--- src/rtl/vpu_sram_lsu.sv ---
// Vector load/store unit: moves one VPU register image between the vector datapath
// and the TPC-local SRAM port, one SRAM word per beat.
module vpu_sram_lsu #(
  parameter int VPU_LANES = 16,
  parameter int ELEM_W    = 32,
  parameter int SRAM_W    = 256,
  parameter int ADDR_W    = 20
) (
  input  logic                          clk,
  input  logic                          rst_n,
  input  logic                          cmd_valid,
  output logic                          cmd_ready,
  input  logic                          cmd_store,
  input  logic [ADDR_W-1:0]             cmd_addr,
  input  logic [15:0]                   cmd_count,
  input  logic [VPU_LANES*ELEM_W-1:0]   vec_wdata,
  output logic [VPU_LANES*ELEM_W-1:0]   vec_rdata,
  output logic                          vec_rvalid,
  output logic                          cmd_done,
  output logic                          cmd_err,
  output logic                          sram_req,
  input  logic                          sram_gnt,
  output logic                          sram_we,
  output logic [ADDR_W-6:0]             sram_addr,
  output logic [SRAM_W-1:0]             sram_wdata,
  output logic [SRAM_W/8-1:0]           sram_wmask,
  input  logic                          sram_rvalid,
  input  logic [SRAM_W-1:0]             sram_rdata
);

  localparam int VEC_W     = VPU_LANES * ELEM_W;
  localparam int WORD_B    = SRAM_W / 8;
  localparam int OFF_W     = $clog2(WORD_B);
  localparam int WA_W      = ADDR_W - OFF_W;
  localparam int MAX_BEATS = VEC_W / SRAM_W;
  localparam int BEAT_W    = $clog2(MAX_BEATS + 1);
  localparam int CNT_W     = 16;

  localparam logic [1:0] IDLE = 2'd0;
  localparam logic [1:0] RD   = 2'd1;
  localparam logic [1:0] WR   = 2'd2;
  localparam logic [1:0] FIN  = 2'd3;

  logic [1:0]        state;
  logic [WA_W-1:0]   waddr_q;
  logic [CNT_W-1:0]  count_q;
  logic              err_q;
  logic [BEAT_W-1:0] nbeats_q;
  logic [BEAT_W-1:0] issued_q;
  logic [BEAT_W-1:0] rcvd_q;
  logic [VEC_W-1:0]  wbuf_q;
  logic [VEC_W-1:0]  rbuf_q;
  logic [VEC_W-1:0]  rbuf_nxt;
  logic              last_issue;
  logic              last_rcv;

  // Number of SRAM words touched by a vector of cnt elements.
  function automatic logic [BEAT_W-1:0] calc_nbeats(input logic [CNT_W-1:0] cnt);
    logic [31:0] bits;
    bits = 32'(cnt) * 32'(ELEM_W);
    return BEAT_W'((bits + 32'(SRAM_W - 1)) / 32'(SRAM_W));
  endfunction

  // Byte mask of the final beat; a vector ending on a word boundary writes the full word.
  function automatic logic [WORD_B-1:0] last_mask(input logic [CNT_W-1:0] cnt);
    logic [31:0]       rem;
    logic [WORD_B-1:0] m;
    rem = (32'(cnt) * 32'(ELEM_W / 8)) % 32'(WORD_B);
    m   = '1;
    if (rem != 32'd0) begin
      for (int i = 0; i < WORD_B; i++) m[i] = (32'(i) < rem);
    end
    return m;
  endfunction

  function automatic logic [VEC_W-1:0] zero_lanes(input logic [VEC_W-1:0] v,
                                                  input logic [CNT_W-1:0] cnt);
    logic [VEC_W-1:0] r;
    r = v;
    for (int l = 0; l < VPU_LANES; l++) begin
      if (32'(l) >= 32'(cnt)) r[l*ELEM_W +: ELEM_W] = '0;
    end
    return r;
  endfunction

  assign cmd_ready  = (state == IDLE);
  assign cmd_done   = (state == FIN);
  assign cmd_err    = (state == FIN) && err_q;
  assign last_issue = (issued_q == nbeats_q - BEAT_W'(1));
  assign last_rcv   = (rcvd_q == nbeats_q - BEAT_W'(1));

  always_comb begin
    sram_req   = 1'b0;
    sram_we    = 1'b0;
    sram_addr  = '0;
    sram_wdata = '0;
    sram_wmask = '0;
    if (state == RD && issued_q < nbeats_q) begin
      sram_req  = 1'b1;
      sram_addr = waddr_q;
    end else if (state == WR) begin
      sram_req   = 1'b1;
      sram_we    = 1'b1;
      sram_addr  = waddr_q;
      sram_wdata = wbuf_q[int'(issued_q)*SRAM_W +: SRAM_W];
      sram_wmask = last_issue ? last_mask(count_q) : '1;
    end
  end

  // Result image with the returning word merged in at its slot.
  always_comb begin
    rbuf_nxt = rbuf_q;
    if (int'(rcvd_q) < MAX_BEATS) rbuf_nxt[int'(rcvd_q)*SRAM_W +: SRAM_W] = sram_rdata;
  end

  always_ff @(posedge clk or negedge rst_n) begin
    if (!rst_n) begin
      state      <= IDLE;
      waddr_q    <= '0;
      count_q    <= '0;
      err_q      <= 1'b0;
      nbeats_q   <= '0;
      issued_q   <= '0;
      rcvd_q     <= '0;
      vec_rdata  <= '0;
      vec_rvalid <= 1'b0;
    end else begin
      vec_rvalid <= 1'b0;
      case (state)
        IDLE: begin
          if (cmd_valid) begin
            waddr_q  <= cmd_addr[ADDR_W-1:OFF_W];
            count_q  <= cmd_count;
            nbeats_q <= calc_nbeats(cmd_count);
            issued_q <= '0;
            rcvd_q   <= '0;
            if (cmd_count == '0) begin
              err_q <= 1'b0;
              state <= FIN;
            end else if (cmd_count > CNT_W'(VPU_LANES) || cmd_addr[OFF_W-1:0] != '0) begin
              err_q <= 1'b1;
              state <= FIN;
            end else begin
              err_q <= 1'b0;
              state <= cmd_store ? WR : RD;
            end
          end
        end
        RD: begin
          if (sram_req && sram_gnt) begin
            issued_q <= issued_q + BEAT_W'(1);
            waddr_q  <= waddr_q + WA_W'(1);
          end
          if (sram_rvalid) begin
            rcvd_q <= rcvd_q + BEAT_W'(1);
            if (last_rcv) begin
              vec_rdata  <= zero_lanes(rbuf_nxt, count_q);
              vec_rvalid <= 1'b1;
              state      <= FIN;
            end
          end
        end
        WR: begin
          if (sram_gnt) begin
            issued_q <= issued_q + BEAT_W'(1);
            waddr_q  <= waddr_q + WA_W'(1);
            if (last_issue) state <= FIN;
          end
        end
        default: state <= IDLE;
      endcase
    end
  end

  // Data-only staging buffers; their contents are never observed before being written.
  always_ff @(posedge clk) begin
    if (cmd_ready && cmd_valid && cmd_store) wbuf_q <= vec_wdata;
    if (state == RD && sram_rvalid) rbuf_q <= rbuf_nxt;
  end

endmodule
--- config.mk ---
export PLATFORM = sky130hd
export DESIGN_NAME = vpu_sram_lsu
export DESIGN_NICKNAME = d
export VERILOG_FILES = /design/src/rtl/vpu_sram_lsu.sv
export SDC_FILE = /design/constraint.sdc
export NUM_CORES = 2
export LEC_CHECK = 0
export ABC_AREA = 1
export BUFFER_PORTS_ARGS = -buffer_cell sky130_fd_sc_hd__clkbuf_2
export CORE_AREA = 2 2 641 643
export CTS_BUF_LIST = sky130_fd_sc_hd__clkbuf_2
export CTS_CLUSTER_DIAMETER = 200
export DETAILED_ROUTE_END_ITERATION = 8
export DIE_AREA = 0 0 643 645
export SYNTH_ARGS = -nofsm -noshare
export SYNTH_HDL_FRONTEND = slang
export SYNTH_SLANG_ARGS = --single-unit
--- constraint.sdc ---
create_clock -name clk -period 29.3 [get_ports clk]
set_clock_uncertainty 0.2 [all_clocks]
set_input_delay 2.93 -clock clk [delete_from_list [all_inputs] [get_ports clk]]
set_output_delay 2.93 -clock clk [all_outputs]
set_load 0.05 [all_outputs]
==> results_dict.tcl <==
set metrics [dict create \
    ios 1631 \
    reg2reg_to "vec_rdata[409]" \
    p_leak_nw 36.57 \
    worstMarginPinSlew_ns 1.163 \
    clkTransAtPathRegs_ns 0.09 \
    area_growth_pct 28.10 \
    worstSetupEndpointType "primary output" \
    crit_type "reg -> out" \
    synth_edf_count 1024 \
    startpoint "issued_q[0]" \
    ys.flop_type "edfxtp_1" \
    place_inst 12690 \
    num_vias 55230 \
    cts-htree-levels 5 \
    cts_tree "yes" \
    seq_area_frac_synth_pct 69.06 \
    relSlewSlack_pct 22.47 \
    peakVddDrop_mv 0.1099 \
    synth-async-reset-ratio_pct 35.07 \
    die_area_um2 414700 \
    clk_path_buf_depth 4 \
    synth_top_area_cell "edfxtp_1" \
    yosysTopAreaCellShare_pct 47.62 \
    cts_hold_buf 0 \
    grt_overflow 0 \
    ys_types 29 \
    powerDensity_nw_per_um2 121.8 \
    synth.top_cells.by_count "nand2_1, edfxtp_1, o21ai_0, dfrtp_1, nand3_1" \
    hpwl_um 273100 \
    max_freq_mhz 109.0 \
    synth_nets 6819 \
    pre_cts_ws_ns 21.94 \
    rows 235 \
    track_usage_pct 16.82 \
    clk_latency_ns 1.92 \
    reg2reg_depth 9 \
    syn_area_per_cell_um2 10.76 \
    ys_warn_count 0 \
    finalSetupTns_ns 0 \
    grt_pass1_vias 54760 \
    detail_route.wirelength_um 365300 \
    drc 0 \
    drive_gt1_share_pct 30.97 \
    maxCapViolCount 0 \
    worstPathRequired_ns 26.17 \
    ant_nets 0 \
    coreArea_um2 408100 \
    grt_pass1_wl_um 481300 \
    place_congestion 0.9068 \
    finalCritPeriodShare_pct 31.31 \
    endpoint "sram_wdata[210]" \
    setup_violations 0 \
    holdCritPathClass "reg -> reg" \
    cts_made_buffers 437 \
    initial_core_util_pct 15.82 \
    antenna_found_initial 135 \
    drv_slew 0 \
    cts_resized 0 \
    rrSetupSlack_ns 23.61 \
    reg2reg_from "rcvd_q[1]" \
    die_h_um 645 \
    rsz0062_at_grt "no" \
    cts_root_buffer "clkbuf_2" \
    ys_top_cells_by_area "edfxtp_1, dfrtp_1, nand2_1" \
    via_per_inst 4.062 \
    postLayoutSetupSlackWorst_ns 20.13 \
    synth_most_common_cell "nand2_1" \
    finalNonFillerCells 13600 \
    final_util_pct 20.27 \
    dr.pass1.iters 6 \
    port_buffers 1630 \
    finalNetCount 8501 \
    place_area_um2 78280 \
    clkSinkCount 1577 \
    path_max_fanout 84 \
    ys_ff_latch 1577 \
    postCtsSetupRepairBufs 0 \
    grt_start_max_net_pins 181 \
    worst_ep_arrival_time_ns 6.04 \
    die_w_um 643 \
    netlist_area_um2 64570 \
    finalCriticalPeriod_ns 9.174 \
    finalHoldViolCount 0 \
    run_status "finished, final reports clean" \
    drt-initial-drc-count 5126 \
    synthCells 5999 \
    wl_per_cell_um 26.86 \
    postLayoutCellArea_um2 82710 \
    critPathLaunchType "flip-flop" \
]
## cell usage in the layout, fill, tap and decap left out, drive strengths merged
cell      netlist  final
a21oi         264    264
a31oi           1      1
buf           208     85
bufinv          0      2
clkbuf        263   2339
clkinv          0     85
clkinvlp        0      1
dfrtp         553    553
diode           0     92
edfxtp       1024   1024
ha             10     10
inv           308    322
nand2        1671   1671
nand3         538    538
nand3b          2      2
nand4           6      6
nor2           68     68
nor3            5      5
o211ai          4      4
o21ai         892    892
o31ai         173    173
or2             2      2
xnor2           2      2
xor2            5      5
## cell families (layout without fill, tap and decap cells)
family | Yosys count | in the layout | share of synthesized area (%)
compound gates | 1334 | 1334 | 11.03
xor+xnor | 7 | 7 | 0.09496
fa+ha+maj | 10 | 10 | 0.1938
buf+inv | 779 | 2834 | 5.176
flops | 1577 | 1577 | 69.06
other cells | 0 | 92 | 0
simple gates | 2292 | 2292 | 14.45
## cell type report
type,count,area [µm²]
clock inverter,102,645.6
fill,45590,325400
timing repair buffer,1714,8901
tap,5451,6820
sequential,1577,44600
inverter,308,1205
multi-input combinational,3643,16760
antenna,92,230.2
clock buffer,710,3553
## worst min-delay path by stage
stage	from	endpoint	slack, ns	cells after the start
global route	rbuf_q[140]	vec_rdata[140]	0.28	4
floorplan	count_q[10]	count_q[10]	0.24	2
detailed placement	count_q[8]	count_q[8]	0.26	2
finish	count_q[11]	count_q[11]	0.28	2
global placement	count_q[11]	count_q[11]	0.26	2
CTS	rbuf_q[477]	vec_rdata[477]	0.21	4
## critical path: stages (launching register included)
cell and delay (ns):
dfrtp_4 0.66, inv_8 0.46, ha_1 0.26, inv_1 0.04, nand2_1 0.05, nand2_1 0.07, inv_1 0.08, nor2_2 0.03
buf_4 0.19, nand2_4 0.42, buf_4 0.61, buf_4 0.66, a21oi_1 0.13, clkbuf_2 0.31
## registers in the layout (all words and copies together) (netlist names)
| signal | cells |
|---|---|
| vec_rvalid | 1 |
| issued_q | 2 |
| waddr_q | 15 |
| count_q | 16 |
| vec_rdata | 512 |
| rbuf_q | 512 |
| wbuf_q | 512 |
| err_q | 1 |
| state | 2 |
| nbeats_q | 2 |
| rcvd_q | 2 |
## layer usage
layer  GRT usage [%]  part of all wire (%)  vias to the layer above
li1                -                     -                    24440
met1           17.04                    34                    27380
met2           30.19                    52                     2679
met3           4.992                   7.9                      653
met4           10.53                   6.7                       70
met5               0                  0.13                        -
## through the flow
stage	power, mW	hold slack [ns]
floorplan	6.656	0.2412
global placement	8.403	0.2580
detailed placement	8.425	0.2576
CTS	10.22	0.2091
global route	10.60	0.2775
finish	10.07	0.2837
## power breakdown
group	switching (mW)	internal, mW
logic	4.02	0.835
clock network	1.08	0.677
registers	0.327	3.13
(Power assumes the default switching activity.)
